--- config.mk ---
export PLATFORM = sky130hd
export DESIGN_NAME = fifo_seq_ctrl
export DESIGN_NICKNAME = d
export VERILOG_FILES = /design/src/rtl/fifo_seq_ctrl.sv
export SDC_FILE = /design/constraint.sdc
export NUM_CORES = 1
export LEC_CHECK = 0
export BUFFER_PORTS_ARGS = -buffer_cell sky130_fd_sc_hd__buf_2
export CAP_MARGIN = 20
export CELL_PAD_IN_SITES_DETAIL_PLACEMENT = 0
export CELL_PAD_IN_SITES_GLOBAL_PLACEMENT = 2
export CORE_MARGIN = 8
export CORE_UTILIZATION = 17
export CTS_BUF_LIST = sky130_fd_sc_hd__clkbuf_4 sky130_fd_sc_hd__clkbuf_8 sky130_fd_sc_hd__clkbuf_16
export DETAILED_ROUTE_END_ITERATION = 10
export PLACE_DENSITY = 0.86
export SLEW_MARGIN = 20
export SYNTH_ARGS = -nofsm -noshare
export SYNTH_HDL_FRONTEND = slang
export SYNTH_SLANG_ARGS = --single-unit
--- constraint.sdc ---
create_clock -name clk -period 3.2 [get_ports clk]
set_input_delay 0.64 -clock clk [delete_from_list [all_inputs] [get_ports clk]]
set_output_delay 0.64 -clock clk [all_outputs]
set_load 0.01 [all_outputs]
--- src/rtl/fifo_seq_ctrl.sv ---
// Load/drain sequencer for a bank of ROWS shift-on-enable delay fifos feeding a systolic array.
// Loads DEPTH column beats, then drains with a one-cycle-per-row diagonal skew.
module fifo_seq_ctrl #(
  parameter int unsigned ROWS  = 8,
  parameter int unsigned DEPTH = 8,
  parameter int unsigned BITS  = 8
) (
  input  logic                 clk,
  input  logic                 rst_n,
  input  logic                 start,
  input  logic                 in_valid,
  output logic                 in_ready,
  input  logic [ROWS*BITS-1:0] in_data,
  output logic [ROWS-1:0]      fifo_en,
  output logic [ROWS*BITS-1:0] fifo_d,
  output logic [ROWS-1:0]      row_valid,
  output logic                 busy,
  output logic                 done
);

  localparam int unsigned LoadW    = $clog2(DEPTH);
  localparam int unsigned DrainMax = DEPTH + ROWS - 2;
  localparam int unsigned DrainW   = $clog2(DrainMax + 1);

  typedef enum logic [1:0] {StIdle, StLoad, StDrain, StDone} state_e;

  state_e            state_q;
  logic [LoadW-1:0]  load_cnt_q;
  logic [DrainW-1:0] drain_cnt_q;
  logic              accept;

  assign in_ready = (state_q == StLoad);
  assign accept   = in_valid && in_ready;
  assign busy     = (state_q != StIdle);
  assign done     = (state_q == StDone);

  always_ff @(posedge clk or negedge rst_n) begin
    if (!rst_n) begin
      state_q     <= StIdle;
      load_cnt_q  <= '0;
      drain_cnt_q <= '0;
    end else begin
      case (state_q)
        StIdle: begin
          if (start) begin
            state_q    <= StLoad;
            load_cnt_q <= '0;
          end
        end
        StLoad: begin
          if (accept) begin
            if (load_cnt_q == LoadW'(DEPTH - 1)) begin
              state_q     <= StDrain;
              load_cnt_q  <= '0;
              drain_cnt_q <= '0;
            end else begin
              load_cnt_q <= load_cnt_q + LoadW'(1);
            end
          end
        end
        StDrain: begin
          if (drain_cnt_q == DrainW'(DrainMax)) begin
            state_q <= StDone;
          end else begin
            drain_cnt_q <= drain_cnt_q + DrainW'(1);
          end
        end
        StDone:  state_q <= StIdle;
        default: state_q <= StIdle;
      endcase
    end
  end

  always_comb begin
    int unsigned dc;
    fifo_en   = '0;
    fifo_d    = '0;
    row_valid = '0;
    dc        = 32'(drain_cnt_q);
    case (state_q)
      StLoad: begin
        if (accept) begin
          fifo_en = '1;
          fifo_d  = in_data;
        end
      end
      StDrain: begin
        // Row i shifts for DEPTH cycles starting i cycles after row 0; zeros are shifted in.
        for (int unsigned i = 0; i < ROWS; i++) begin
          fifo_en[i] = (dc >= i) && (dc < i + DEPTH);
        end
        row_valid = fifo_en;
      end
      default: ;
    endcase
  end

endmodule

==> run_results.csv <==
group,metric,value,unit
timing,maxSlewViolCount,0,
synth,syn-instance-count,192,
timing,skew,1.422,ps
worst_hold_path,hold_path.class,"input port to asynchronous set/reset pin",
floorplanning,die_width,108.4,um
worst_setup_path,cp_cell_sequence,"inv_1, ha_2, and2_4, nor2_1, a221oi_1, buf_2",
layout,finalInstanceArea,2318,um^2
layout,fillCellCount,925,
timing,worstMarginPinSlew,470.3,ps
cts,insertion_delay,230,ps
worst_setup_path,rr_startpoint,"state_q[1]",
cts,htreeDepth,1,
global_route,grt_use_total,9.764,%
synth,synthesis.area,1453,um^2
cts,cts-root-to-sink-buffers,2,
layout,area_growth,59.60,%
job,drv_cap,0,
detailed_routing,firstDrtPassIters,4,
layout,layout-drive-gt1-share,50.00,%
synth,synth.most_common_cell,"and3_1",
timing,rsz0062_at_grt,"no",
worst_setup_path,cpMaxStageDelayCell,"ha_2",
detailed_routing,final_antenna_net_count,0,
synth,yosys_warnings,0,
worst_setup_path,slowest_delay,500,ps
floorplanning,core-area,8258,um^2
worst_setup_path,r2r_slack,970,ps
synth,synth_common_cells,"and3_1 (65), ha_1 (15), inv_1 (15)",
pwr,p_leak,1.567,nW
detailed_routing,wirelength,6.110,mm
worst_setup_path,end_kind,"primary output",
global_route,grt_max_degree,45,
timing,relSlewSlack,68.65,%
timing,max_freq,372.4,MHz
synth,ys_types,42,
synth,ys_ff_latch,9,
timing,holdWs,256.2,ps
placement,portBuffers,150,
timing,setup_tns,0,ps
cts,ctsHoldBuffers,0,
detailed_routing,routedWlPerCell,14.05,um
floorplanning,dieArea,11760,um^2
layout,nets,414,
timing,fin_crit_sh,83.92,%
synth,synth-edff-count,0,
timing,setup_viol,0,
timing,fin_crit,2685,ps
placement,post_dp_cell_area,2270,um^2
synth,ys.flop_type,"dfrtp_1",
timing,hold_viol,0,
detailed_routing,drcViolationCount,0,
layout,layout.cells.non_filler,435,
layout,fin_util,28.08,%
pwr,power-per-cell-area,690.8,nW/um^2
floorplanning,rows,33,
cts,cts_resized,0,
cts,cts_tree,"built",
detailed_routing,vias_per_cell,4.400,
worst_setup_path,crit_required,2560,ps
floorplanning,pin_count,151,
global_route,grt_pass1_wl,9.563,mm
synth,netlist_top_cells_area,"and3_1 (28%), dfrtp_1 (16%), ha_1 (13%), inv_1 (3.9%), clkbuf_1 (3.4%)",
synth,async_flop_share,100.0,%
placement,place_congestion,0.7387,
run_status,status,"finished, final reports clean",
floorplanning,start_util,17.59,%
pwr,ir_drop,0.0002030,V
worst_setup_path,crit_fanout,36,
synth,syn-num-nets,275,
global_route,antenna_found_initial,0,
worst_setup_path,r2r-end,"drain_cnt_q[3]",
placement,detailed_place_hpwl,5.128,mm
synth,syn_area_per_cell,7.566,um^2
placement,place_inst,431,
worst_setup_path,start_kind,"flop",
detailed_routing,vias,1914,
floorplanning,die_h,108.4,um
worst_setup_path,crit_arrival,2050,ps
cts,clkSinkCount,9,
layout,num_antenna_cells,0,
global_route,overflow,0,
cts,cts_inserted_buffers,3,
cts,post_cts_buffers,0,
global_route,grt_pass1_vias,2003,
synth,synth_top_cell_by_area,"and3_1",
synth,yosys.area.top_type_share,27.99,%
cts,clockRootBuffer,"clkbuf_8",
worst_setup_path,reg2reg_depth,6,
detailed_routing,drt_iter0_markers,28,
cts,clk_pin_slew,40,ps
worst_setup_path,crit_type,"flop to primary output",
synth,yosysSeqAreaShare,15.50,%
-- metrics by stage --
| stage | setup slack [ps] | total power, mW |
|---|---|---|
| after CTS | 490.8 | 1.629 |
| after floorplan | 986.6 | 1.077 |
| final | 514.5 | 1.602 |
| after global placement | 774.7 | 1.476 |
| after global routing | 334.1 | 1.779 |
| after detailed placement | 740.1 | 1.483 |
-- layer usage --
layer	vias up	GRT usage, %	wire length (um)
met4	0	2.444	46
met2	85	17.44	3035
li1	969	-	-
met1	856	10.95	2521
met5	-	0	0
met3	4	3.093	507
-- kinds of logic after synthesis --
group | count (synthesis) | synth area share, %
buffers and inverters | 34 | 10.08
multiplexers | 1 | 0.6891
AO/OA/AOI/OAI | 36 | 18.86
adder cells (fa/ha/maj) | 15 | 12.92
flip-flops | 9 | 15.50
AND/OR/NAND/NOR | 97 | 41.95
-- critical path, delay by kind of cell (launching register included) --
| family | cells | cell delay, ps |
|---|---|---|
| AND/OR/NAND/NOR | 2 | 380 |
| AO/OA/AOI/OAI | 1 | 240 |
| adder cells (fa/ha/maj) | 1 | 500 |
| flip-flops | 1 | 390 |
| buffers and inverters | 2 | 300 |
-- layout make-up --
cell class / instances / area (um^2) / share of cell area, %
tap: 105 / 131.4 / 5.666
timing repair buffer: 153 / 773.2 / 33.35
clock buffer: 4 / 48.80 / 2.105
inverter: 15 / 56.30 / 2.428
multi-input combinational: 149 / 1084 / 46.74
sequential: 9 / 225.2 / 9.714
-- sequential cells by signal, summed over array words and instances (netlist names) --
name         count
load_cnt_q       3
state_q          2
drain_cnt_q      4
-- placed cells by master (no fill, tap or decap), types with 2 or more instances in the layout --
master	netlist	final
nor2b_1	5	5
nor2_1	5	5
o21ai_0	7	7
ha_1	15	14
nand2b_1	2	2
inv_1	15	15
a221oi_1	2	2
and3_1	65	65
a211oi_1	5	5
buf_2	3	150
a21oi_1	4	4
nand2_1	4	4
clkbuf_8	0	3
nand3_1	5	5
buf_4	2	3
o21a_1	6	6
dfrtp_1	9	9
-- worst max-delay path by stage --
| stage | depth (start not counted) | to | from | slack [ps] |
|---|---|---|---|---|
| floorplan | 7 | fifo_en[6] | state_q[1] | 990 |
| global placement | 6 | fifo_en[6] | state_q[1] | 770 |
| detailed placement | 6 | fifo_en[6] | state_q[1] | 740 |
| CTS | 6 | fifo_en[6] | state_q[1] | 490 |
| global route | 6 | fifo_en[6] | state_q[1] | 330 |
| finish | 6 | fifo_en[6] | state_q[1] | 510 |
-- power breakdown --
part	switching, mW	internal (mW)
Clock	0.0431	0.0951
Combinational	0.683	0.526
Sequential	0.0872	0.168
Total	0.813	0.789
(Power assumes the default switching activity.)
